File: src/rtl/mem_bus_arbiter.sv
// mem_bus_arbiter: two-master round-robin arbiter for a picorv32-style native
// memory bus. Master 0 (CPU) and master 1 (loader/DMA) share one downstream port.
// Each grant covers exactly one transaction, followed by one idle arbitration cycle.
//
// Ports:
//   clk, resetn              clock, asynchronous active-low reset
//   m0_* / m1_*              master side: valid, instr, addr, wdata, wstrb in; ready, rdata out
//   s_*                      downstream side: valid, instr, addr, wdata, wstrb out; ready, rdata in
//   grant                    one-hot current owner, 2'b00 when idle
//   timeout_err              one-cycle pulse when a downstream access is abandoned
//
// Optional feature: define MEMARB_TIMEOUT_EN to build a wait counter that completes
// a stalled access with ERR_DATA after TIMEOUT_CYCLES busy cycles.
module mem_bus_arbiter #(
  parameter int unsigned TIMEOUT_CYCLES = 1024,
  parameter logic [31:0] ERR_DATA       = 32'hDEAD_BEEF
) (
  input  logic        clk,
  input  logic        resetn,
  input  logic        m0_valid,
  input  logic        m0_instr,
  input  logic [31:0] m0_addr,
  input  logic [31:0] m0_wdata,
  input  logic [3:0]  m0_wstrb,
  output logic        m0_ready,
  output logic [31:0] m0_rdata,
  input  logic        m1_valid,
  input  logic        m1_instr,
  input  logic [31:0] m1_addr,
  input  logic [31:0] m1_wdata,
  input  logic [3:0]  m1_wstrb,
  output logic        m1_ready,
  output logic [31:0] m1_rdata,
  output logic        s_valid,
  output logic        s_instr,
  output logic [31:0] s_addr,
  output logic [31:0] s_wdata,
  output logic [3:0]  s_wstrb,
  input  logic        s_ready,
  input  logic [31:0] s_rdata,
  output logic [1:0]  grant,
  output logic        timeout_err
);

  localparam int unsigned DW = 32;

  typedef enum logic [1:0] {
    IDLE  = 2'd0,
    BUSY0 = 2'd1,
    BUSY1 = 2'd2
  } state_t;

  state_t          state;
  state_t          state_nxt;
  logic            last;       // master that owned the bus most recently
  logic            last_nxt;
  logic            rsp_ready;  // completion strobe routed to the owner
  logic [DW-1:0]   rsp_rdata;

  // Reject out-of-range timeout configurations at elaboration.
  if (TIMEOUT_CYCLES < 1 || TIMEOUT_CYCLES > 65535 || $bits(ERR_DATA) != DW) begin : g_bad_cfg
    $error("mem_bus_arbiter: TIMEOUT_CYCLES must be 1..65535");
  end

`ifdef MEMARB_TIMEOUT_EN
  localparam int unsigned CW = 16;

  logic [CW-1:0] wait_cnt;
  logic          tmo_hit;

  assign tmo_hit = (wait_cnt == CW'(TIMEOUT_CYCLES - 1));

  // Busy-cycle counter; zero whenever the access starts or ends.
  always_ff @(posedge clk or negedge resetn) begin
    if (!resetn) begin
      wait_cnt <= '0;
    end else if (state != IDLE && state_nxt != IDLE) begin
      wait_cnt <= wait_cnt + CW'(1);
    end else begin
      wait_cnt <= '0;
    end
  end
`endif

  // State and round-robin pointer.
  always_ff @(posedge clk or negedge resetn) begin
    if (!resetn) begin
      state <= IDLE;
      last  <= 1'b1;
    end else begin
      state <= state_nxt;
      last  <= last_nxt;
    end
  end

  // Arbitration, bus steering and completion routing.
  always_comb begin
    state_nxt   = state;
    last_nxt    = last;
    grant       = 2'b00;
    timeout_err = 1'b0;
    s_valid     = 1'b0;
    s_instr     = 1'b0;
    s_addr      = '0;
    s_wdata     = '0;
    s_wstrb     = '0;
    m0_ready    = 1'b0;
    m0_rdata    = '0;
    m1_ready    = 1'b0;
    m1_rdata    = '0;
    rsp_ready   = 1'b0;
    rsp_rdata   = '0;

    case (state)
      IDLE: begin
        // Both requesting: the master that did not go last wins.
        if (m0_valid && (!m1_valid || last)) begin
          state_nxt = BUSY0;
        end else if (m1_valid) begin
          state_nxt = BUSY1;
        end
      end

      BUSY0, BUSY1: begin
        if (state == BUSY1) begin
          grant   = 2'b10;
          s_valid = m1_valid;
          s_instr = m1_instr;
          s_addr  = m1_addr;
          s_wdata = m1_wdata;
          s_wstrb = m1_wstrb;
        end else begin
          grant   = 2'b01;
          s_valid = m0_valid;
          s_instr = m0_instr;
          s_addr  = m0_addr;
          s_wdata = m0_wdata;
          s_wstrb = m0_wstrb;
        end

        rsp_ready = s_ready;
        rsp_rdata = s_rdata;

        if (s_ready) begin
          state_nxt = IDLE;
          last_nxt  = (state == BUSY1);
        end
`ifdef MEMARB_TIMEOUT_EN
        else if (tmo_hit) begin
          // Abandon the access: answer the master ourselves and withdraw the request.
          rsp_ready   = 1'b1;
          rsp_rdata   = ERR_DATA;
          s_valid     = 1'b0;
          timeout_err = 1'b1;
          state_nxt   = IDLE;
          last_nxt    = (state == BUSY1);
        end
`endif

        if (state == BUSY1) begin
          m1_ready = rsp_ready;
          m1_rdata = rsp_rdata;
        end else begin
          m0_ready = rsp_ready;
          m0_rdata = rsp_rdata;
        end
      end

      default: state_nxt = IDLE;
    endcase
  end

endmodule

File: config.mk
export PLATFORM = sky130hd
export DESIGN_NAME = mem_bus_arbiter
export DESIGN_NICKNAME = d
export VERILOG_FILES = /design/src/rtl/mem_bus_arbiter.sv
export SDC_FILE = /design/constraint.sdc
export NUM_CORES = 1
export LEC_CHECK = 0
export ABC_AREA = 1
export BUFFER_PORTS_ARGS = -buffer_cell sky130_fd_sc_hd__buf_4
export CORE_AREA = 2 2 121 123
export CTS_CLUSTER_SIZE = 14
export DETAILED_ROUTE_END_ITERATION = 8
export DIE_AREA = 0 0 123 125
export GPL_TIMING_DRIVEN = 0
export RECOVER_POWER = 50
export SKIP_LAST_GASP = 1
export SLEW_MARGIN = 20
export SYNTH_ARGS = -nofsm -noshare
export SYNTH_HDL_FRONTEND = slang
export SYNTH_SLANG_ARGS = --single-unit
File: constraint.sdc
create_clock -name clk -period 1.62 [get_ports clk]
set_input_delay 0.243 -clock clk [delete_from_list [all_inputs] [get_ports clk]]
set_output_delay 0.243 -clock clk [all_outputs]
set_load 0.02 [all_outputs]
# == Word-level counts from Yosys, hierarchy flattened ==
# Index checks and enable logic that the tools add are counted.
# word_totals
register_bits,3
input_bits,175
out_inout_bits,139
elab_cells,37
# classes
n_eq_ne,4
mux,24
reduce_logical,7
# op_table
operator,n
two-way mux 32 bit,8
two-way mux 2 bit,5
two-way mux 1 bit,8
two-way mux 4 bit,2
case mux 2 bit (2 select lines),1
AND reduction 2 bit,2
"!= test 3 bit, second input constant",1
"== test 2 x 1 -> 1 bit, second input constant",1
"== test 2 bit, second input constant",1
zero test 2 bit,1
"!= test 2 bit, second input constant",1
OR reduction 2 bit,1
logical AND 1 bit,1
zero test 1 bit,1
logical OR 1 bit,1

# == Depth between registers and ports, before layout ==
# Gate-level depths: netlist (run 1).
# logic_depth
depth_word,5
mapped_depth,8
depth_no_buf,7

# == Worst setup path before layout (run 1) ==
# Ideal clock, no wire load.
# synth_timing
path_type,flip-flop to output port
start,reg state[0]
end,out s_addr[30]
t_arrival_ps,1614
required_time_ps,1377
path_slack_ps,-237
stages_incl_launch_ff,7
path_buffers,2
path_cell_list,dfrtp_1 -> inv_1 -> ha_1 -> buf_4 -> buf_2 -> nand2_1 -> a21oi_1
# synth_via
elab_chain_cells,3
elab_cells_between_ends,5
classes_between,2 x eq/ne; 2 x mux; 1 x reduce/logical
# synth_rtl
element,line,rtl
from (decl),53,state_t state;
from (signal assigned),91,state <= state_nxt;
== test 2 bit or == test 2 x 1 -> 1 bit (tied branches),"114, 125",
two-way mux 32 bit or OR reduction 2 bit (tied branches),"125, 114",
two-way mux 32 bit (*),114,case (state)
to (decl),36,"output logic [31:0] s_addr,"
# Mark *: on every way between the ends. The rest lies on a longest branch, timed or not.

# == Worst setup path in the final report (run 1) ==
# layout_timing
start,reg state[0]
end,out s_wdata[4]
# layout_via
elab_chain_cells,3
elab_cells_between_ends,5
classes_between,2 x eq/ne; 2 x mux; 1 x reduce/logical
# layout_rtl
element,line,rtl
== test 2 bit or == test 2 x 1 -> 1 bit (tied branches),"114, 125",
two-way mux 32 bit or OR reduction 2 bit (tied branches),"125, 114",
two-way mux 32 bit (*),114,
to (decl),37,"output logic [31:0] s_wdata,"
# Marked as above.

==> results.txt, run 1 <==
CTS Buffer Depth: 2
GPL Wtd Cong: 0.7481
Largest delay share family, worst path: buffers and inverters
Syn_area_per_cell: 4.582 µm²
Dpl cells: 904
Vias per inst: 4.147
R2r setup slk: 0.11 ns
Yosys Warn Count: 0
Full die area: 0.01538 mm²
Clock Pin Slew Worst Setup and Hold Paths: 0.03 ns
Pre-CTS setup slack: -0.4651 ns
Final Util: 49.73%
RSZ-0062 raised after global routing: yes
Area occupied by multi-input gates: 0.002648 mm²
Failing checks: setup timing
Final cycle utilization of the critical path: 122.9%
Max Cap Violations: 0
Filler cell count in the final layout: 1,322
Number of remaining DRC errors: 0
Hold WS: 0.3485 ns
Clock sink count: 3
Buffers & Inverters on Critical Path: 6
Port bufs: 312
Post-Syn Nets: 586
Worst-path maximum fanout: 5
Fraction of registers with async set/reset: 100.0%
Final-report hold violation count: 0
DP Wirelength: 9874 µm
Max incr delay on CP: 0.38 ns
Synth Flop Type: dfrtp_1
Worst Setup Path Type: reg2out
Layout cell share with drive strength beyond 1: 82.31%
Largest net degree at the start of global routing: 11
Non-filler instance count after layout: 947
Vias in the first global route: 3,616
Yosys top cell area share: 28.71%
Row count: 44
Seq/Total Area, Yosys: 4.083%
Core area: 0.01420 mm²
Reg-to-Reg End: last$_DFFE_PN1P_
Setup crit end kind: output pin
Post-Syn Area: 0.001869 mm²
Register area: 76.32 µm²
Iter 0 DRT Violations: 61
Detail Route Antenna Nets: 0
Fin nets: 942
Post-route setup slack: -0.3711 ns
Distinct cell type count after synthesis: 18
Status: finished, violations left
Die Wd: 123 µm
Clock root buffer: clkbuf_16
Gr ovfl total: 0
Hold Startpoint: m0_valid
Gate Count Post-Synth: 408
Post-Route WL: 14,190 µm
Die Height: 125 µm
Startpoint type of the worst setup path: flop
VDD IR max: 0.9257 mV
CP startpoint: state[0]$_DFFE_PN0P_
Leading area contributor after synthesis: nor2_1
Clock Latency Late Sink: 0.22 ns
Initial antenna violation count: 0
Setup violators final: 136
Static Leak: 0.003536 µW
Io pins: 314
FF-to-FF path depth: 7
Area delta synth->final: 277.8%
Tightest Hold Check Type: in2reg
Total CTS buffers: 3
Most common cell in the synthesized netlist: nor2_1
Clock skew: 0.001417 ns
Cell Chain, Critical Path: inv_2 > ha_4 > buf_8 > inv_8 > clkbuf_16 > clkbuf_16 > nor2_4 > nor2_4 > buf_4
CP arrival: 1.75 ns
Synth top cells by count: nor2_1, nand2_1, o21ai_0, inv_1, nor2_2
P per Cell Area: 2106 mW/mm²
Initial core utilization: 13.16%
H-Tree Level Count: 1
Achievable clock frequency: 502.2 MHz
Final Max Tran Viols: 0
Final TNS setup: -39.29 ns
CTS tree: done
Routed length per instance: 14.98 µm
Worst hold endpoint: state[1]$_DFFE_PN0P_
Slowest CP cell: dfrtp_1
First-pass GRT wire length: 18,340 µm
Antenna cells: 0
EDFF count, synth: 0
Flops & latches, synth: 3
Via count: 3,927
Minimum clock period: 1.991 ns
1st-pass router iterations: 4
CP required: 1.38 ns
Top cells by area, synth: nor2_1, o21ai_0, nand2_1
Hold path cells: 4
R2r startpoint: state[1]$_DFFE_PN0P_
Total track usage: 15.15%
[tightest hold or removal path, stage by stage]
cell,delay (ns)
buf_4,0.10
nand2_1,0.06
nand4_1,0.07
nand2_1,0.05
[layout make-up]
class                      instances  share of cell area (%)
buffer                            33                   7.919
timing repair buffer             352                   46.40
clock buffer                       4                   1.116
multi-input combinational        329                   37.48
tap                              184                   3.260
sequential                         3                   1.081
inverter                          42                   2.746
[report_power, final]
group	switching [µW]	leakage (µW)	internal, µW
combinational	7390	0.00346	6940
clock	65.6	0.0000382	325
sequential	29.0	0.0000364	118
[metrics by stage]
step / total power [µW] / area (µm²)
final: 14870 / 7063
after global routing: 15760 / 7063
after CTS: 12480 / 5972
after detailed placement: 9802 / 5049
after global placement: 9802 / 5049
after floorplan: 6219 / 2476
[repair_timing]
item	CTS	global route
setup buffers	13	6
hold buffers	1	0
pin swaps	5	34
endpoints found under the hold margin	3	0
resized for setup	176	247
endpoints found under the setup margin	138	136
cloned	7	14
[routing by layer]
layer	global-route usage (%)	up-vias	part of all wire, %
met5	0	-	0
met4	3.543	0	1.1
met3	4.425	10	9.0
met2	28.86	184	55
met1	16.07	1780	35
li1	-	1953	-
[kinds of logic (layout without fill, tap and decap cells)]
logic type | Yosys count | in the layout | synth area share, %
compound gates | 73 | 73 | 19.54
fa+ha+maj | 3 | 3 | 2.008
buf+inv | 76 | 431 | 19.48
flops | 3 | 3 | 4.083
other cells | 1 | 1 | 0.2006
simple gates | 252 | 252 | 54.68
[flip-flops by register name, indices dropped and copies added, names as in the netlist]
name   count
last       1
state      2
[worst max-delay path by stage]
stage                         to  slack [ns]  cells after the start
finish                s_wdata[4]       -0.37                      9
global route          s_wdata[2]       -0.44                      7
CTS                    s_addr[0]       -0.39                      7
detailed placement  m0_rdata[23]       -0.47                      7
global placement      s_addr[14]       -0.44                      7
floorplan             s_addr[25]       -0.05                      6
[layout by cell type, fill, tap and decap left out, types with 6 or more instances in the layout]
master,Yosys,final
inv_1,40,7
buf_4,5,255
buf_6,7,72
nand2_1,78,42
nor2_4,0,114
nor2_1,143,14
nand2_2,0,6
inv_2,1,32
o21ai_0,69,21
o21ai_1,0,41
o21ai_2,0,6
nand2_4,0,30
buf_12,0,13
buf_16,0,7
buf_8,0,13
nor2_2,29,44
clkbuf_16,0,19
No activity file was read; power rests on OpenSTA's default activity.
==> run 2: changes to the inputs <==
ABC_AREA = unset   (was 1)
CORE_AREA = 2 2 120 122   (was 2 2 121 123)
DIE_AREA = 0 0 122 124   (was 0 0 123 125)
SLEW_MARGIN = unset   (was 20)
==> run 2 against run 1 <==
The flow still finishes with violations (setup timing). Utilization is 4.0 points lower. First-iteration DRC count fell by 31%. Global-route usage decreased by 0.96 points. Setup slack worse by 0.058 ns. Fmax decreased by 2.8%. Non-clock buffer count shrank 20. Total power shrank 6.3%. Combinational power shrank 6%. Wire length down 7.0%. Die area fell by 1.6%. Largest cell class unchanged.
==> results.txt, run 2 <==
H-Tree Level Count: 1 (unchanged)
Distinct cell type count after synthesis: 22 (+4)
Gr ovfl total: 0 (unchanged)
Clock Pin Slew Worst Setup and Hold Paths: 0.03 ns (about the same)
Synth top cells by count: nor2b_1, mux2i_1, and2_1, clkbuf_1
Max Cap Violations: 0 (unchanged)
Largest register FFs: 2 (unchanged)
Detail Route Antenna Nets: 0 (unchanged)
Largest net degree at the start of global routing: 12 (+1)
Final Max Tran Viols: 0 (unchanged)
RSZ-0062 raised after global routing: yes
Minimum clock period: 2.049 ns (+0.05821 ns)
Hold path cells: 3 (-1)
Post-Syn Nets: 431 (-26%)
Final cycle utilization of the critical path: 126.5% (+3.6 points)
Clock root buffer: clkbuf_16
CTS tree: done
Flops & latches, synth: 3 (unchanged)
VDD IR max: 0.8225 mV (-11%)
Die Wd: 122 µm (-0.81%)
Io pins: 314 (unchanged)
Fin nets: 777 (-18%)
CP required: 1.38 ns (about the same)
Worst-path maximum fanout: 10 (+5)
GPL Wtd Cong: 0.8075 (+7.9%)
Final Util: 45.71% (-4.0 points)
Layout cell share with drive strength beyond 1: 91.81% (+9.5 points)
Port bufs: 312 (unchanged)
Clock Latency Late Sink: 0.22 ns (about the same)
Setup crit end kind: output pin
Static Leak: 0.002961 µW (-16%)
Fraction of registers with async set/reset: 100.0% (unchanged)
Gate Count Post-Synth: 253 (-38%)
Clock sink count: 3 (unchanged)
Failing checks: setup timing
Most frequent CP cell: buf_8
CTS Buffer Depth: 2 (unchanged)
Synth Flop Type: dfrtp_1
First-pass GRT wire length: 16,770 µm (-8.5%)
Post-route setup slack: -0.4293 ns (-0.05821 ns)
Vias per inst: 4.067 (-1.9%)
Total CTS buffers: 3 (unchanged)
Full die area: 0.01513 mm² (-1.6%)
Most common cell in the synthesized netlist: nor2b_1
Commonest non-fill, non-tap cells in the layout: buf_4, buf_6, nor2b_2
Core area: 0.01372 mm² (-3.4%)
Yosys Warn Count: 0 (unchanged)
Post-Route WL: 13,190 µm (-7.0%)
Top Registers: state (2), last (1)
Clock skew: 0.0004494 ns (-0.0009678 ns)
Hold WS: 0.3172 ns (-0.03126 ns)
Row count: 43 (-2.3%)
EDFF count, synth: 0 (unchanged)
Seq/Total Area, Yosys: 3.910% (-0.17 points)
Max incr delay on CP: 0.40 ns (+0.02 ns)
Final TNS setup: -40.51 ns (-1.218 ns)
Post-Syn Area: 0.001952 mm² (+4.4%)
Via count: 3,172 (-19%)
Status: finished, violations left
Most common cell after layout, fill and taps aside: buf_4
P per Cell Area: 2221 mW/mm² (+5.5%)
Initial antenna violation count: 3 (+3)
Yosys top cell area share: 35.90% (+7.2 points)
Vias in the first global route: 3,203 (-11%)
Total track usage: 14.19% (-0.96 points)
FF-to-FF path depth: 7 (unchanged)
Achievable clock frequency: 488.0 MHz (-2.8%)
R2r setup slk: 0.03 ns (-0.08 ns)
Top cells by area, synth: mux2i_1, nor2b_1, and2_1
DP Wirelength: 9688 µm (-1.9%)
Number of remaining DRC errors: 0 (unchanged)
Top reg by flops: state
Worst Setup Path Type: reg2out
Iter 0 DRT Violations: 42 (-31%)
Area delta synth->final: 221.3%
Syn_area_per_cell: 7.715 µm² (+68%)
1st-pass router iterations: 4 (unchanged)
Final-report hold violation count: 0 (unchanged)
Leading area contributor after synthesis: mux2i_1
Cell Chain, Critical Path: inv_2 > ha_4 > buf_8 > nor2b_4 > buf_12 > buf_8 > and2_2 > buf_6
Startpoint type of the worst setup path: flop
CP arrival: 1.81 ns (+0.06 ns)
Setup violators final: 136 (unchanged)
Die Height: 124 µm (-0.80%)
Initial core utilization: 14.23% (+1.1 points)
Slowest CP cell: dfrtp_1
Tightest Hold Check Type: in2reg
Routed length per instance: 16.92 µm (+13%)
[run 2: cell types whose count changed in the layout (fill, tap and decap cells not counted), sizes merged, moves of 2 or more]
cell / previous run / this run
nand2: 78 / 3
inv: 41 / 3
a21oi: 4 / 1
buf: 362 / 354
diode: 0 / 2
nor2: 172 / 0
o21ai: 69 / 1
nor2b: 0 / 73
and2: 0 / 66
clkbuf: 26 / 14
mux2i: 0 / 70
[run 2: final timing paths]
check / end / from
setup reg to reg: state[1]$_DFFE_PN0P_ / state[1]$_DFFE_PN0P_
min in group asynchronous: state[1]$_DFFE_PN0P_ / resetn
setup / recovery: m0_rdata[14] / state[1]$_DFFE_PN0P_
hold / removal: state[0]$_DFFE_PN0P_ / m0_valid
hold reg to reg: last$_DFFE_PN1P_ / last$_DFFE_PN1P_
max in group asynchronous: last$_DFFE_PN1P_ / resetn
[run 2: cell type report]
type | count | area, µm²
diodes | 2 | 5.005
plain buffers | 21 | 319.1
clock buffers | 4 | 78.83
fillers | 1268 | 7448
inverters | 3 | 11.26
multi-input cells | 223 | 2303
flip-flops and latches | 3 | 76.32
well taps | 180 | 225.2
repair buffers | 344 | 3252
[run 2: metrics by stage]
step,std cells,worst slack [ns],area (µm²),power [µW]
detailed placement,745,-0.5298,4748,9582
global placement,745,-0.5389,4748,9471
CTS,778,-0.4335,5753,12670
global route,778,-0.4785,6266,14620
floorplan,253,-0.01200,2181,6019
finish,780,-0.4293,6271,13930
[run 2: worst max-delay path, delay by kind of cell, from the launching register on]
kind,cells,cell delay (ns)
DFF,1,0.40
and+or+nand+nor,2,0.32
adders and majority gates,1,0.25
buffers and inverters,5,0.60
[run 2: timing repair]
item | 4_1_cts | 5_1_grt
hold buffers | 1 | 0
gates resized for setup | 148 | 141
setup endpoints to repair | 138 | 138
gates cloned | 9 | 4
endpoints found under the hold margin | 3 | 0
pin swaps | 8 | 4
setup buffers | 19 | 5
[run 2: cell families after synthesis]
group                      synth area share, %
AOI/OAI and AO/OA                       0.8330
adders and majority gates                1.923
buffers and inverters                    10.13
DFF                                      3.911
muxes                                    36.47
other                                   0.1921
and+or+nand+nor                          46.54
[run 2: power breakdown]
part           internal, µW  switching [µW]
combinational          7550            5840
sequential              116            33.6
clock                   325            71.7
[run 2: routing by layer]
metal  vias up  track usage (%)  part of all wire [%]
met3        10            3.846                   9.7
met5         -                0                     0
met2       176            28.67                    56
met4         0            1.868                   1.1
met1      1472            14.84                    33
li1       1514                -                     -
==> run 3: changes to the inputs <==
CELL_PAD_IN_SITES_DETAIL_PLACEMENT = 1   (was unset)
CELL_PAD_IN_SITES_GLOBAL_PLACEMENT = 1   (was unset)
CORE_AREA = 2 2 121 123   (was 2 2 120 122)
DIE_AREA = 0 0 123 125   (was 0 0 122 124)
GPL_ROUTABILITY_DRIVEN = 0   (was unset)
PLACE_DENSITY_LB_ADDON = 0.1   (was unset)
==> run 3 against run 2 <==
The flow still finishes with violations (setup timing). Global-route usage rose by 0.48 points. Via count fell by 0.76%. Combinational power fell by 5%. Register-to-register slack improved by 0.10 ns. Total power fell by 5.2%. Flip-flop and latch count did not move. Wire length fell by 6.0%. Count of clock-buffer cells in the layout did not move. Die area rose by 1.6%. Worst hold slack improved by 0.018 ns.
==> results.txt, run 3 (synthesized netlist as in run 2, its figures left out) <==
Status: finished, violations left
Failing checks: setup timing
Post-route setup slack: -0.3939 ns (+0.03540 ns)
Largest register FFs: 2 (unchanged)
Final-report hold violation count: 0 (unchanged)
Net switching power: 5718 µW (-3.8%)
Routed length per instance: 15.91 µm (-6.0%)
DP Wirelength: 9770 µm (+0.85%)
Final Max Tran Viols: 0 (unchanged)
Pre-CTS setup slack: -0.4535 ns (+0.07626 ns)
Clock skew: 0.002492 ns (+0.002042 ns)
Total track usage: 14.67% (+0.48 points)
Initial antenna violation count: 0 (-3)
Full die area: 0.01538 mm² (+1.6%)
Final cycle utilization of the critical path: 124.3% (-2.2 points)
Gr ovfl total: 0 (unchanged)
CTS tree: done
Number of remaining DRC errors: 0 (unchanged)
CP required: 1.38 ns (about the same)
CP arrival: 1.77 ns (-0.04 ns)
Fin nets: 775 (-0.26%)
Filler cell count in the final layout: 1,591 (+25%)
Area delta synth->final: 206.8%
Clock power frac: 3.0% (about the same)
Dpl cells: 749 (+0.54%)
Setup violators final: 136 (unchanged)
Total CTS buffers: 3 (unchanged)
Hold WS: 0.3357 ns (+0.01844 ns)
Clock root buffer: clkbuf_16
Final Util: 42.16% (-3.5 points)
Worst-path maximum fanout: 10 (unchanged)
Iter 0 DRT Violations: 22 (-48%)
Initial core utilization: 13.74% (-0.49 points)
Layout cell share with drive strength beyond 1: 85.07% (-6.7 points)
Achievable clock frequency: 496.5 MHz (+1.8%)
Via count: 3,148 (-0.76%)
Core area: 0.01420 mm² (+3.5%)
Most common cell after layout, fill and taps aside: buf_4
Detail Route Antenna Nets: 0 (unchanged)
Port bufs: 312 (unchanged)
Antenna cells: 0 (-2)
Clock Pin Slew Worst Setup and Hold Paths: 0.03 ns (about the same)
Total power: 13,200 µW (-5.2%)
1st-pass router iterations: 3 (-1)
Startpoint type of the worst setup path: flop
Largest net degree at the start of global routing: 11 (-1)
CTS Buffer Depth: 2 (unchanged)
Top reg by flops: state
Setup crit end kind: output pin
Comb pwr share: 96.0% (about the same)
VDD IR max: 0.8621 mV (+4.8%)
Non-filler instance count after layout: 780 (unchanged)
Sw Ratio: 43.32% (+0.65 points)
Area occupied by multi-input gates: 0.002140 mm² (-7.1%)
Sequential Power Share: 1.0% (about the same)
Io pins: 314 (unchanged)
Tightest Hold Check Type: in2reg
P per Cell Area: 2204 mW/mm² (-0.75%)
Commonest non-fill, non-tap cells in the layout: buf_4, buf_6, nor2b_2
Die Height: 125 µm (+0.81%)
Clock sink count: 3 (unchanged)
Register area: 76.32 µm² (unchanged)
Top Registers: state (2), last (1)
RSZ-0062 raised after global routing: yes
Vias in the first global route: 3,401 (+6.2%)
Worst Setup Path Type: reg2out
Die Wd: 123 µm (+0.82%)
Static Leak: 0.002888 µW (-2.5%)
Row count: 44 (+2.3%)
Vias per inst: 4.036 (-0.76%)
Minimum clock period: 2.014 ns (-0.03540 ns)
Clock Latency Late Sink: 0.23 ns (about the same)
First-pass GRT wire length: 17,610 µm (+5.0%)
Post-Route WL: 12,410 µm (-6.0%)
Max Cap Violations: 0 (unchanged)
H-Tree Level Count: 1 (unchanged)
Internal: 7483 µW (-6.3%)
==> run 3: changes by cell type in the layout (fill, tap and decap cells not counted), sizes merged <==
cell | before | now
clkbuf | 14 | 18
buf | 354 | 348
diode | 2 | 0
==> run 3: what timing repair did <==
| item | CTS | global route |
|---|---|---|
| endpoints found under the hold margin | 3 | 0 |
| gates resized for setup | 122 | 103 |
| cloned | 9 | 3 |
| hold buffers | 1 | 0 |
| buffers inserted | 11 | 5 |
| pin swaps | 3 | 13 |
| endpoints found under the setup margin | 137 | 136 |
==> run 3: worst max-delay path, cell delays in order, from the launching register on <==
cell and delay [ns]:
dfrtp_1 0.38, inv_2 0.10, ha_4 0.21, buf_6 0.13
nor2b_4 0.14, buf_12 0.14, buf_8 0.13, and2_2 0.19
buf_6 0.13
==> run 3: power by group through the flow <==
stage	Clock, µW	Sequential [µW]	Combinational, µW
after detailed placement	0	145	9520
after global routing	416	145	13400
final	396	138	12700
after floorplan	0	138	5880
after global placement	0	147	9480
after CTS	402	138	11400
==> run 3: path summary, 6_finish.rpt <==
check                                      from              endpoint  slack, ns  cells after the start
max                        state[0]$_DFFE_PN0P_          m0_rdata[13]      -0.39                      8
min                                    m1_valid  state[1]$_DFFE_PN0P_       0.34                      3
max reg2reg                state[0]$_DFFE_PN0P_  state[0]$_DFFE_PN0P_       0.13                      6
min reg2reg                state[1]$_DFFE_PN0P_  state[1]$_DFFE_PN0P_       0.58                      2
max in group asynchronous                resetn      last$_DFFE_PN1P_       0.96                      2
min in group asynchronous                resetn  state[0]$_DFFE_PN0P_       0.42                      2
==> run 3: final cells by class <==
type	instances	area share, %
multi-input cells	223	35.73
flip-flops and latches	3	1.275
inverters	3	0.1880
well taps	184	3.845
clock buffers	4	1.316
repair buffers	341	52.78
plain buffers	22	4.868
==> run 3: per-layer routing <==
layer  part of all wire [%]  track usage (%)
met3                     11            4.790
met1                     30            12.67
met2                     58            31.26
met4                   0.94            2.807
met5                      0                0
==> run 3: stage by stage <==
step                TNS [ns]  instance area, µm²
detailed placement    -37.46                4753
floorplan            -0.3599                2181
global placement      -38.64                4753
CTS                   -41.64                5517
finish                -39.93                5988
global route          -50.88                5988
